[config.mk]
export PLATFORM = sky130hd
export DESIGN_NAME = mem_refill_arbiter
export DESIGN_NICKNAME = d
export VERILOG_FILES = /design/src/rtl/mem_refill_arbiter.sv
export SDC_FILE = /design/constraint.sdc
export NUM_CORES = 1
export LEC_CHECK = 0
export ABC_AREA = 1
export BUFFER_PORTS_ARGS = -buffer_cell sky130_fd_sc_hd__buf_2
export CORE_UTILIZATION = 30
export DETAILED_ROUTE_END_ITERATION = 16
export PLACE_DENSITY = 0.66
export SYNTH_ARGS = -nofsm -noshare
export SYNTH_HDL_FRONTEND = slang
export SYNTH_SLANG_ARGS = --single-unit
[constraint.sdc]
create_clock -name clk -period 1.44 [get_ports clk]
set_clock_uncertainty 0.05 [all_clocks]
set_input_delay 0.288 -clock clk [delete_from_list [all_inputs] [get_ports clk]]
set_output_delay 0.288 -clock clk [all_outputs]
set_load 0.01 [all_outputs]
[src/rtl/mem_refill_arbiter.sv]
// Shares one memory port between I-cache refill and D-cache refill/write-back line bursts.
// Build macro MEMARB_FIXED_PRIO_EN gives the D side fixed priority instead of round-robin.
module mem_refill_arbiter #(
  parameter int AW        = 32,
  parameter int DW        = 32,
  parameter int BURST_LEN = 4
) (
  input  logic                         clk,
  input  logic                         RST,
  input  logic                         i_req,
  input  logic [AW-1:0]                i_addr,
  input  logic                         d_req,
  input  logic                         d_we,
  input  logic [AW-1:0]                d_addr,
  input  logic [DW-1:0]                d_wdata,
  output logic                         mem_valid,
  output logic                         mem_we,
  output logic [AW-1:0]                mem_addr,
  output logic [DW-1:0]                mem_wdata,
  input  logic                         mem_ready,
  input  logic [DW-1:0]                mem_rdata,
  output logic                         i_gnt,
  output logic                         d_gnt,
  output logic [$clog2(BURST_LEN)-1:0] beat_idx,
  output logic                         rvalid,
  output logic [DW-1:0]                rdata,
  output logic                         i_done,
  output logic                         d_done,
  output logic                         stall
);

  localparam int BW = $clog2(BURST_LEN);
  localparam int OFS = BW + 2;
  localparam logic [BW-1:0] LAST_BEAT = BW'(BURST_LEN - 1);

  typedef enum logic [1:0] {
    ST_IDLE  = 2'd0,
    ST_BURST = 2'd1,
    ST_DONE  = 2'd2
  } state_t;

  state_t        state_r, state_s;
  logic [BW-1:0] beat_r, beat_s;
  logic [AW-1:0] base_r, base_s;
  logic          we_r, we_s;
  logic          gnt_d_r, gnt_d_s;
  logic          last_d_r, last_d_s;
  logic          pick_d_s;
  logic          in_burst_s;
  logic          owned_s;

  function automatic logic [AW-1:0] line_base(input logic [AW-1:0] addr);
    line_base = {addr[AW-1:OFS], {OFS{1'b0}}};
  endfunction

  // Arbitration winner when leaving IDLE
  always_comb begin
`ifdef MEMARB_FIXED_PRIO_EN
    pick_d_s = d_req;
`else
    pick_d_s = d_req & (~i_req | ~last_d_r);
`endif
  end

  // Next-state logic: burst sequencing and latching of the granted request
  always_comb begin
    state_s  = state_r;
    beat_s   = beat_r;
    base_s   = base_r;
    we_s     = we_r;
    gnt_d_s  = gnt_d_r;
    last_d_s = last_d_r;
    case (state_r)
      ST_IDLE: begin
        if (i_req | d_req) begin
          state_s = ST_BURST;
          beat_s  = '0;
          gnt_d_s = pick_d_s;
          base_s  = pick_d_s ? line_base(d_addr) : line_base(i_addr);
          we_s    = pick_d_s & d_we;
        end else begin
          beat_s = '0;
        end
      end
      ST_BURST: begin
        if (mem_ready) begin
          if (beat_r == LAST_BEAT) begin
            state_s = ST_DONE;
            beat_s  = '0;
          end else begin
            beat_s = beat_r + 1'b1;
          end
        end else begin
          beat_s = beat_r;
        end
      end
      ST_DONE: begin
        state_s  = ST_IDLE;
        last_d_s = gnt_d_r;
      end
      default: begin
        state_s = ST_IDLE;
        beat_s  = '0;
      end
    endcase
  end

  // State, beat counter and latched burst context
  always_ff @(posedge clk or negedge RST) begin
    if (!RST) begin
      state_r  <= ST_IDLE;
      beat_r   <= '0;
      base_r   <= '0;
      we_r     <= 1'b0;
      gnt_d_r  <= 1'b0;
      last_d_r <= 1'b0;
    end else begin
      state_r  <= state_s;
      beat_r   <= beat_s;
      base_r   <= base_s;
      we_r     <= we_s;
      gnt_d_r  <= gnt_d_s;
      last_d_r <= last_d_s;
    end
  end

  assign in_burst_s = (state_r == ST_BURST);
  assign owned_s    = (state_r != ST_IDLE);

  assign mem_valid = in_burst_s;
  assign mem_we    = in_burst_s & we_r;
  assign mem_addr  = in_burst_s ? (base_r | {{(AW-OFS){1'b0}}, beat_r, 2'b00}) : '0;
  assign mem_wdata = d_wdata;
  assign i_gnt     = owned_s & ~gnt_d_r;
  assign d_gnt     = owned_s & gnt_d_r;
  assign beat_idx  = beat_r;
  assign rvalid    = mem_valid & mem_ready & ~mem_we;
  assign rdata     = rvalid ? mem_rdata : '0;
  assign i_done    = (state_r == ST_DONE) & ~gnt_d_r;
  assign d_done    = (state_r == ST_DONE) & gnt_d_r;
  assign stall     = (i_req & ~i_done) | (d_req & ~d_done);

endmodule

# Yosys cells after proc, flatten, opt, wreduce, memory -nomap -nowiden
# Index checks and enable logic that the tools add are counted.
# classes
muxes,10
n_shift,0
n_mul,0
n_eq_ne,6
n_bitwise,22
add_sub_neg,1
n_reduce_logical,5
magnitude_cmp,0
div,0
# ops
op,n
two-way mux 32 bit,3
OR 32 x 4 -> 32 bit,1
AND 1 bit,11
two-way mux 2 bit,5
case mux 2 bit (2 select lines),2
NOT 1 bit,7
"equality test 2 bit, second input constant",2
"!= test 2 x 1 -> 1 bit, second input constant",2
AND reduction 2 bit,2
OR 1 bit,3
AND reduction 3 bit,1
"adder 2 x 1 -> 2 bit, second input constant",1
"equality test 2 x 1 -> 1 bit, second input constant",1
zero test 2 bit,1
"!= test 2 bit, second input constant",1
nonzero test 2 bit,1
# totals
romBits,0
wordCells,50
in_bits,134
mem_count,0
ram_bits,0
latch_bits,0
regBits,39

# Depth between registers and ports, before layout
# Gate-level depths: netlist (run 1).
# logic_depth
word_depth,5
mapped_depth,7
depth_no_buf,6

# Worst setup path after synthesis (run 1)
# No wires, ideal clock.
# synth_path
path_kind,flip-flop to output port
start,register state_r[1]
end,output port rdata[0]
path_slack_ns,0.044
arrival_ns,1.058
stages_incl_launch_ff,5
cell_sequence,dfrtp_1 -> nor2_4 -> nand3_4 -> buf_6 -> nor2_2
# synth_via
elab_chain_len,5
word_cells_on_any_way,6
# synth_lines
element,line_no,rtl
from (decl),42,"state_t state_r, state_s;"
from (signal assigned),118,state_r <= state_s;
equality test 2 x 1 -> 1 bit (*),127,assign in_burst_s = (state_r == ST_BURST);
net mem_valid,16,"output logic mem_valid,"
AND 1 bit,131,assign mem_we = in_burst_s & we_r;
NOT 1 bit,137,assign rvalid = mem_valid & mem_ready & ~mem_we;
AND 1 bit (*),137,
two-way mux 32 bit (*),138,assign rdata = rvalid ? mem_rdata : '0;
to (decl),26,"output logic [DW-1:0] rdata,"
# Mark *: on every way through the listed nets, which the timed path passes. The rest lies on a longest branch.

# Final worst setup path (run 1)
# layout_path
start,register state_r[0]
end,output port rdata[11]
# layout_via
elab_chain_len,5
word_cells_on_any_way,6
# layout_lines
element,line_no
equality test 2 x 1 -> 1 bit (*),127
AND 1 bit,131
NOT 1 bit,137
AND 1 bit (*),137
two-way mux 32 bit (*),138
# Every way passes the cells marked *; elsewhere a longest branch is shown, timed or not.

==> results of run 1 <==
[path summary, 6_finish.rpt]
| kind | to | from | cells after the start | slack [ns] |
|---|---|---|---|---|
| min in group asynchronous | base_r[11] | RST | 2 | 0.41 |
| hold reg to reg | base_r[18] | base_r[18] | 2 | 0.43 |
| hold / removal | we_r | d_we | 3 | 0.18 |
| setup reg to reg | base_r[14] | state_r[1] | 7 | 0.05 |
| max in group asynchronous | base_r[4] | RST | 3 | 0.48 |
| setup / recovery | rdata[11] | state_r[0] | 6 | -0.26 |
[synthesized netlist by cell type, types with 2 or more instances]
master    count  share of area, %
dfrtp_1      35                31
o21ai_0       4              0.70
nor2_2       29               6.3
nand2_1     100                13
inv_2         4              0.52
clkbuf_1      2              0.26
buf_2         9               1.6
nand4_1       2              0.44
inv_1       125                16
nand3_1      58                10
nor2_1       40               5.2
nor2_4        2              0.79
buf_4        37               9.7
buf_6         7               2.8
[layout make-up]
| class | instances | area share, % |
|---|---|---|
| Tap cell | 129 | 4.26 |
| Clock inverter | 1 | 0.132 |
| Multi-Input combinational cell | 240 | 29.4 |
| Inverter | 129 | 13.2 |
| Clock buffer | 6 | 2.18 |
| Timing Repair Buffer | 183 | 27.7 |
| Sequential cell | 35 | 23.1 |
[sequential cells by signal, indices dropped and copies added, names as in the netlist]
signal / count
base_r: 28
beat_idx: 2
gnt_d_r: 1
last_d_r: 1
state_r: 2
we_r: 1
[stage by stage]
stage | area [µm²] | hold WS (ns) | total power, mW | std cells | TNS, ns
4_1_cts | 3780 | 0.173 | 6.02 | 723 | -15.33
5_1_grt | 3790 | 0.186 | 6.49 | 723 | -21.04
2_1_floorplan | 2870 | -0.0576 | 3.91 | 459 | 0
3_3_place_gp | 3620 | 0.182 | 5.02 | 713 | -1.56
3_5_place_dp | 3620 | 0.190 | 5.08 | 713 | -2.17
6_report | 3790 | 0.183 | 5.92 | 723 | -14.60
[cell families after synthesis]
| kind of cell | count (synthesis) |
|---|---|
| and+or+nand+nor | 232 |
| DFF | 35 |
| other | 1 |
| adders and majority gates | 1 |
| buffers and inverters | 184 |
| AOI/OAI and AO/OA | 5 |
[metal layers]
layer,GRT usage [%],up-vias,wire (µm)
met5,0,-,0
met4,4.75,0,126
met3,2.81,11,398
met2,29.9,116,4080
met1,16.7,1326,3180
li1,-,1532,-
[what timing repair did]
item / CTS / global route
gates cloned: 1 / 0
endpoints found under the setup margin: 70 / 84
gates resized for setup: 11 / 3
pin swaps: 2 / 1
buffers inserted: 1 / 1
hold buffers: 1 / 0
endpoints found under the hold margin: 15 / 0
[power groups by stage]
stage                     combinational, mW  sequential, mW  clock, mW
after floorplan                        2.24            1.67          0
after global placement                 3.30            1.71          0
after detailed placement               3.36            1.72          0
after CTS                              3.54            1.72      0.757
after global routing                   3.92            1.77      0.794
final                                  3.48            1.72      0.722
[critical path, cell delays in order, from the launching register on]
cell	delay (ns)
dfrtp_1	0.36
inv_2	0.06
nor2_4	0.13
nand3_4	0.12
buf_12	0.18
nor2_2	0.10
buf_2	0.13
==> results.md, run 1 <==
- Status: finished, violations left
- Failing checks: negative setup slack
- First drt pass iteration count: 4
- Chip width: approximately 100 µm
- PwrDens: ~1600 mW/mm²
- Period utilization: 118%
- P_leak: 2.54 nW
- Initial core utilization: between 30% and 40%
- CTS tree: yes
- VDD IR max: 0.532 mV
- # fillers: 995
- First-pass GRT wire length: 12200 µm
- Shortest period the worst path allows: about 1.7 ns
- Vias per std cell: between 4 and 5
- Combinational share of power: 58.8%
- Post-DR wirelength/cell: about 11 µm
- Overall routing resource usage: approximately 15%
- # diodes: 0
- Hold Violations, Final: 0
- Final WS setup: -0.260 ns
- Synth Area in Simple Gates: around 37%
- Xor/xnor cell area share of the yosys netlist: 0%
- P_sw: between 2 and 3 mW
- Antenna Nets Post-Route: 0
- Number of warnings issued by yosys: 0
- RSZ-0062 raised after global routing: true
- Slew Viols, Final: 0
- Most common cell after layout, fill and taps aside: buf_2
- Finish-stage setup viols: 70
- Via Count: slightly below 3000
- Sequential area share after synthesis: ~31%
- Util after Layout: 41.0%
- Flop pwr share: slightly below 30%
- CP Class: flop to output port
- Detailed placer's ending HPWL: around 6000 µm
- Core area: slightly above 0.009 mm²
- Internal: approximately 3.3 mW
- Fmax: between 0.5 and 0.6 GHz
- Pre-CTS setup slack: -0.0843 ns
- Number of global-route vias before repair: roughly 2700
- CP Max Fanout: 17
- Core Rows: 35
- Global placer's final weighted congestion: approximately 0.75
- Clock Sinks: 35
- Number of synthesized flops with an enable pin: 0
- Post-Syn Instances: ~460
- Max-cap violations: 0
- Most used DFF post-synth: dfrtp_1
- Critical path launch point type: flop
- Cell Area, Synth: roughly 0.0029 mm²
- Setup crit end kind: output port
- Post-route DRC: 0
- Sw Ratio: about 44%
- Die boundary height: roughly 100 µm
- Avg Cell Area, Syn: approximately 6.3 µm²
- IO buf count: 165
- Register area: just under 900 µm²
- #FFs+latches synth: 35
- Initial antenna violation count: 0
- Netlist cell types: 18
- Die area: roughly 0.0099 mm²
- Largest net degree at the start of global routing: 32
- Clock Latency Late Sink: roughly 0.28 ns
- Multiplexer share of the synthesized area: 0%
- Fraction of final layout cells sized beyond drive strength 1: 38.4%
- Final net count: ~730
- CTS clock-pin slew for the worst setup and hold paths: 0.07 ns
- Layout area overhead: 32.4%
- CTS buffer count: 5
- CTS root buf: clkbuf_8
- Buffer levels on the longest clock path: 2
- CP Data Arrival Time: between 1 and 1.5 ns
- Area share of fa/ha/maj cells after synthesis: less than 1%
- Fraction of registers with async set/reset: 100%
- DRT Wirelength: approximately 8000 µm
- Largest family of logic cells by synthesized area: simple AND/OR/NAND/NOR gates
- Post-synthesis compound-gate area fraction: less than 1%
- Hold WC Path Type: primary input to flop
- H-tree depth: 2
- Top-Level Pins: 240
- CP required: about 1.1 ns
- Most frequent cells in the layout: buf_2, inv_1, nand2_1, nand3_1, nor2_1
- Multi-input gate area: 0.00112 mm²
- Starting DRT DRC Count: 90
- Clock power frac: around an eighth
- Remaining Overflow, GRT: 0
No activity file was read; power rests on OpenSTA's default activity.
==> inputs of run 2 (changes only) <==
--- a/config.mk
+++ b/config.mk
@@ -7,9 +7,11 @@
 export LEC_CHECK = 0
 export ABC_AREA = 1
 export BUFFER_PORTS_ARGS = -buffer_cell sky130_fd_sc_hd__buf_2
+export CORE_ASPECT_RATIO = 0.75
 export CORE_UTILIZATION = 30
 export DETAILED_ROUTE_END_ITERATION = 16
 export PLACE_DENSITY = 0.66
+export SKIP_LAST_GASP = 1
 export SYNTH_ARGS = -nofsm -noshare
 export SYNTH_HDL_FRONTEND = slang
 export SYNTH_SLANG_ARGS = --single-unit
==> results.md, run 2 (synthesis results as in run 1) <==
- Overall routing resource usage: between 10% and 20%
- Max reg flops: 28
- Global Route met3 Usage: 5.17%
- CP Max Fanout: 11
- Core Rows: 30
- Global placer's final weighted congestion: 0.810
- Chip width: ~110 µm
- Post-route DRC: 0
- Grt peak-use layer: met2
- Finish-stage setup viols: between 100 and 150
- P_sw: 2.75 mW
- Buffer levels on the longest clock path: 2
- CTS clock-pin slew for the worst setup and hold paths: ~0.05 ns
- Hold WC Path Type: primary input to async pin
- Shortest period the worst path allows: between 1.5 and 2 ns
- Via Count: 3019
- Met1 usage: 19.0%
- Combinational share of power: between 50 and 60%
- Fraction of final layout cells sized beyond drive strength 1: about two fifths
- Top delay family on crit path: flip-flops
- Status: finished, violations left
- Clock Latency Late Sink: between 0.2 and 0.3 ns
- Post-DR wirelength/cell: roughly 11 µm
- Slew Viols, Final: 0
- Die area: about 0.0099 mm²
- CTS tree: yes
- Pwr Total: about 6.5 mW
- Setup crit end kind: output port
- First-pass GRT wire length: roughly 12000 µm
- Initial core utilization: 31.3%
- CP required: around 1.1 ns
- Detailed placer's ending HPWL: ~6000 µm
- Sw Ratio: 42.2%
- R2R Setup Slk: -0.14 ns
- VDD IR max: about 0.58 mV
- CP Class: flop to output port
- Vias per std cell: roughly 4.1
- Clock power frac: around 15%
- Hold slack: -0.00837 ns
- Core area: roughly 0.009 mm²
- DRT Wirelength: between 7000 and 8000 µm
- Initial antenna violation count: 0
- Largest net degree at the start of global routing: 36
- Fmax: around 0.58 GHz
- CP cell instances: nor2_4 > nand3_4 > clkbuf_16 > nor2_2 > buf_2
- CTS root buf: clkbuf_16
- Critical path launch point type: flop
- Number of global-route vias before repair: roughly 2700
- Flop pwr share: between 20% and 30%
- Max-cap violations: 0
- Most common cell after layout, fill and taps aside: buf_2
- Remaining Overflow, GRT: 0
- Non-Filler Instances: between 700 and 800
- Final net count: 736
- Largest Register: base_r
- DP Cell Count: 715
- Slowest-stage cell, CP: dfrtp_1
- Antenna Nets Post-Route: 0
- Met2 Use GR: about a quarter
- Crit path largest cell delay: 0.40 ns
- Starting DRT DRC Count: between 80 and 90
- PwrDens: 1650 mW/mm²
- RSZ-0062 raised after global routing: true
- Layout area overhead: 37.8%
- Die boundary height: roughly 87 µm
- First drt pass iteration count: 5
- CTS buffer count: 5
- CP Data Arrival Time: 1.38 ns
- Hold Violations, Final: 9
- Final WS setup: -0.281 ns
- Most frequent cells in the layout: buf_2, inv_1, nand2_1, nand3_1, nor2_2
- Period utilization: 120%
- Pre-CTS setup slack: ~0.012 ns
- Setup_tns: -19.44 ns
- Buf+Inv Stages, Crit Path: 2
- Util after Layout: between 40% and 50%
- # diodes: 0
- P_leak: between 2 and 3 nW
- Top-Level Pins: 240
- Internal: ~3.8 mW
- IO buf count: around 170
- Failing checks: negative hold slack, negative setup slack
- Clock Sinks: 35
- H-tree depth: 2
-- run 2: power by group through the flow --
stage	Sequential [mW]	Combinational, mW	Clock (mW)
after floorplan	1.67	2.24	0
after global routing	1.77	4.28	1.06
after CTS	1.71	3.60	1.03
final	1.70	3.82	0.995
after global placement	1.71	3.41	0
after detailed placement	1.72	3.47	0
-- run 2: layout make-up --
type                       instances  area [µm²]
clock buffer                       6         129
fill                             997        5210
inverter                         129         484
multi-input combinational        240        1140
sequential                        35         876
tap                              128         160
timing repair buffer             190        1150
-- run 2: final timing paths --
check	end	start	depth (start not counted)
setup / recovery	rdata[9]	state_r[1]	5
hold / removal	base_r[28]	RST	2
setup reg to reg	base_r[19]	state_r[1]	10
hold reg to reg	base_r[9]	base_r[9]	2
max in group asynchronous	base_r[10]	RST	2
min in group clk	we_r	d_we	3
-- run 2: metal layers --
metal / part of all wire [%] / wire length [µm]
met1: 44 / 3520
met2: 46 / 3680
met3: 8.5 / 673
met4: 0.69 / 55
met5: 0 / 0
-- run 2: stage by stage --
step / hold WS, ns / area [µm²]
finish: -0.00837 / 3950
global route: 0.0418 / 3950
CTS: 0.0178 / 3840
detailed placement: 0.306 / 3650
global placement: 0.309 / 3650
floorplan: -0.0576 / 2870
-- run 2: timing repair --
action / 4_1_cts / 5_1_grt
resized for setup: 9 / 19
hold buffers: 0 / 0
pin swaps: 2 / 3
endpoints found under the setup margin: 70 / 100
buffers inserted: 5 / 2
gates cloned: 0 / 1
==> inputs of run 3 (changes only) <==
--- a/config.mk
+++ b/config.mk
@@ -5,12 +5,11 @@
 export SDC_FILE = /design/constraint.sdc
 export NUM_CORES = 1
 export LEC_CHECK = 0
-export ABC_AREA = 1
 export BUFFER_PORTS_ARGS = -buffer_cell sky130_fd_sc_hd__buf_2
-export CORE_ASPECT_RATIO = 0.75
-export CORE_UTILIZATION = 30
+export CORE_AREA = 2 2 92 94
 export DETAILED_ROUTE_END_ITERATION = 16
-export PLACE_DENSITY = 0.66
+export DIE_AREA = 0 0 94 96
+export PLACE_DENSITY = 0.72
 export SKIP_LAST_GASP = 1
 export SYNTH_ARGS = -nofsm -noshare
 export SYNTH_HDL_FRONTEND = slang
==> constraint.sdc (replaced) <==
create_clock -name clk -period 1.5 [get_ports clk]
set_clock_uncertainty 0.05 [all_clocks]
set_input_delay 0.3 -clock clk [delete_from_list [all_inputs] [get_ports clk]]
set_output_delay 0.3 -clock clk [all_outputs]
set_load 0.01 [all_outputs]
==> results.md, run 3 <==
- #FFs+latches synth: 35
- H-tree depth: 2
- Hold slack: ~0.21 ns
- Vias per std cell: between 4 and 5
- Core area: 0.00805 mm²
- CTS buffer count: 5
- Number of synthesized flops with an enable pin: 0
- Die area: 0.00902 mm²
- Register area: ~900 µm²
- Top-Level Pins: 240
- Shortest period the worst path allows: 1.85 ns
- Status: finished, violations left
- Sequential area share after synthesis: between 30% and 40%
- CP Class: flop to output port
- Post-route DRC: 0
- Fraction of registers with async set/reset: 100%
- Hold Violations, Final: 0
- Starting DRT DRC Count: 70
- Most frequent cells in the layout: buf_2, nand2_1, dfrtp_1, and2_1, and2_4
- Remaining Overflow, GRT: 0
- Number of warnings issued by yosys: 0
- Slew Viols, Final: 0
- Initial antenna violation count: 0
- Core Rows: 33
- Internal: 4.06 mW
- CP required: roughly 1.2 ns
- Pre-CTS setup slack: -0.0515 ns
- Die boundary height: between 90 and 100 µm
- Setup_tns: -21.33 ns
- CP Data Arrival Time: ~1.5 ns
- Synth area leaders: dfrtp_1, and2_1, buf_4
- Cell Area, Synth: roughly 0.0024 mm²
- Share of the synthesized area in the top cell type: roughly 37%
- Clock power frac: roughly 15%
- Max reg flops: 28
- Setup crit end kind: output port
- DRT Wirelength: about 7800 µm
- P_sw: approximately 2.5 mW
- Final WS setup: -0.351 ns
- P_leak: approximately 1.9 nW
- PwrDens: around 1900 mW/mm²
- Final net count: roughly 580
- Chip width: between 90 and 100 µm
- CP Max Fanout: 18
- CTS clock-pin slew for the worst setup and hold paths: roughly 0.07 ns
- Sw Ratio: 38.1%
- Antenna Nets Post-Route: 0
- First drt pass iteration count: 4
- # fillers: 830
- Initial core utilization: 29.2%
- Period utilization: 123%
- Most common cell after layout, fill and taps aside: buf_2
- Largest area contributor in the netlist: dfrtp_1
- Via Count: approximately 2500
- Largest Register: base_r
- Global placer's final weighted congestion: between 0.7 and 0.8
- Post-synth top cells: and2_1, nand2_1, dfrtp_1
- Failing checks: negative setup slack
- Fmax: approximately 0.54 GHz
- CTS tree: yes
- CTS root buf: clkbuf_8
- Post-Syn Instances: between 200 and 300
- Max-cap violations: 0
- Most used DFF post-synth: dfrtp_1
- Netlist cell types: 28
- Multi-input gate area: around 0.0012 mm²
- Overall routing resource usage: around 16%
- VDD IR max: between 0.7 and 0.8 mV
- Detailed placer's ending HPWL: a little over 6000 µm
- Critical path launch point type: flop
- Combinational share of power: 59.6%
- Hold WC Path Type: primary input to flop
- Fraction of final layout cells sized beyond drive strength 1: about 54%
- Pwr Total: approximately 6.6 mW
- Largest net degree at the start of global routing: 35
- First-pass GRT wire length: roughly 11000 µm
- Buffer levels on the longest clock path: 2
- IO buf count: about 170
- Post-DR wirelength/cell: approximately 14 µm
- # diodes: 0
- Flop pwr share: between 20% and 30%
- Number of global-route vias before repair: between 2000 and 2500
- Clock Latency Late Sink: 0.28 ns
- Clock Sinks: 35
- Top-count cell post-synth: and2_1
- RSZ-0062 raised after global routing: true
- Finish-stage setup viols: 78
- Layout area overhead: 49.2%
- Avg Cell Area, Syn: ~7.9 µm²
-- run 3: changes by cell type in the layout (fill, tap and decap cells not counted), sizes merged, moves of 6 or more --
cell | previous run | this run
buf | 189 | 195
nor2 | 71 | 6
nand3 | 59 | 0
and2 | 0 | 63
a21oi | 0 | 30
inv | 129 | 4
nand2 | 100 | 58
a31oi | 0 | 28
-- run 3: final timing paths --
kind,cells after the start,from,slack (ns),end
max reg2reg,6,state_r[1],-0.06,gnt_d_r
max in group asynchronous,3,RST,0.50,base_r[13]
min,3,i_addr[12],0.21,base_r[12]
min in group asynchronous,2,RST,0.44,base_r[8]
max,6,state_r[1],-0.35,rdata[16]
min reg2reg,1,beat_idx[1],0.49,beat_idx[1]
-- run 3: per-stage QoR --
step | area [µm²] | instances | util (%)
2_1_floorplan | 2460 | 299 | -
3_3_place_gp | 3260 | 536 | 40.5
3_5_place_dp | 3260 | 536 | 40.5
4_1_cts | 3470 | 550 | 43.2
5_1_grt | 3510 | 552 | 43.6
6_report | 3510 | 552 | 43.6
-- run 3: cell type report --
cell class              count  area share, %
multi-input cells         204           34.7
flip-flops and latches     35           25.0
clock inverters             2           1.71
repair buffers            196           32.4
clock buffers               6           2.07
inverters                   4          0.428
well taps                 105           3.74
-- run 3: critical path: stages (launching register included) --
cell	delay, ns
dfrtp_1	0.39
nand2b_4	0.15
inv_2	0.05
and3_4	0.22
buf_12	0.15
and2_4	0.14
buf_2	0.13
-- run 3: cells by family after synthesis --
family,count (synthesis),share of synthesized area [%]
AOI/OAI and AO/OA,65,16.2
adders and majority gates,1,0.532
buffers and inverters,60,16.1
DFF,35,37.3
muxes,1,0.479
other,1,0.160
and+or+nand+nor,135,29.3
-- run 3: routing by layer --
layer  global-route usage, %  wire length [µm]  up-vias
met2                    28.9              4180      112
met5                       0                 0        -
met1                    18.7              3030     1185
li1                        -                 -     1237
met4                    3.38                50        0
met3                    4.31               564       12
-- run 3: power by group through the flow --
| stage | Clock (mW) | Combinational, mW | Sequential [mW] |
|---|---|---|---|
| after floorplan | 0 | 2.37 | 1.61 |
| after global placement | 0 | 3.71 | 1.64 |
| after detailed placement | 0 | 3.76 | 1.66 |
| after CTS | 1.03 | 3.90 | 1.65 |
| after global routing | 1.06 | 4.27 | 1.71 |
| final | 0.993 | 3.90 | 1.65 |
-- run 3: timing repair --
action | in CTS | in global routing
setup endpoints to repair | 72 | 82
hold buffers | 1 | 0
gates resized for setup | 7 | 7
pin swaps | 4 | 1
hold endpoints to repair | 17 | 0
buffers inserted | 5 | 3
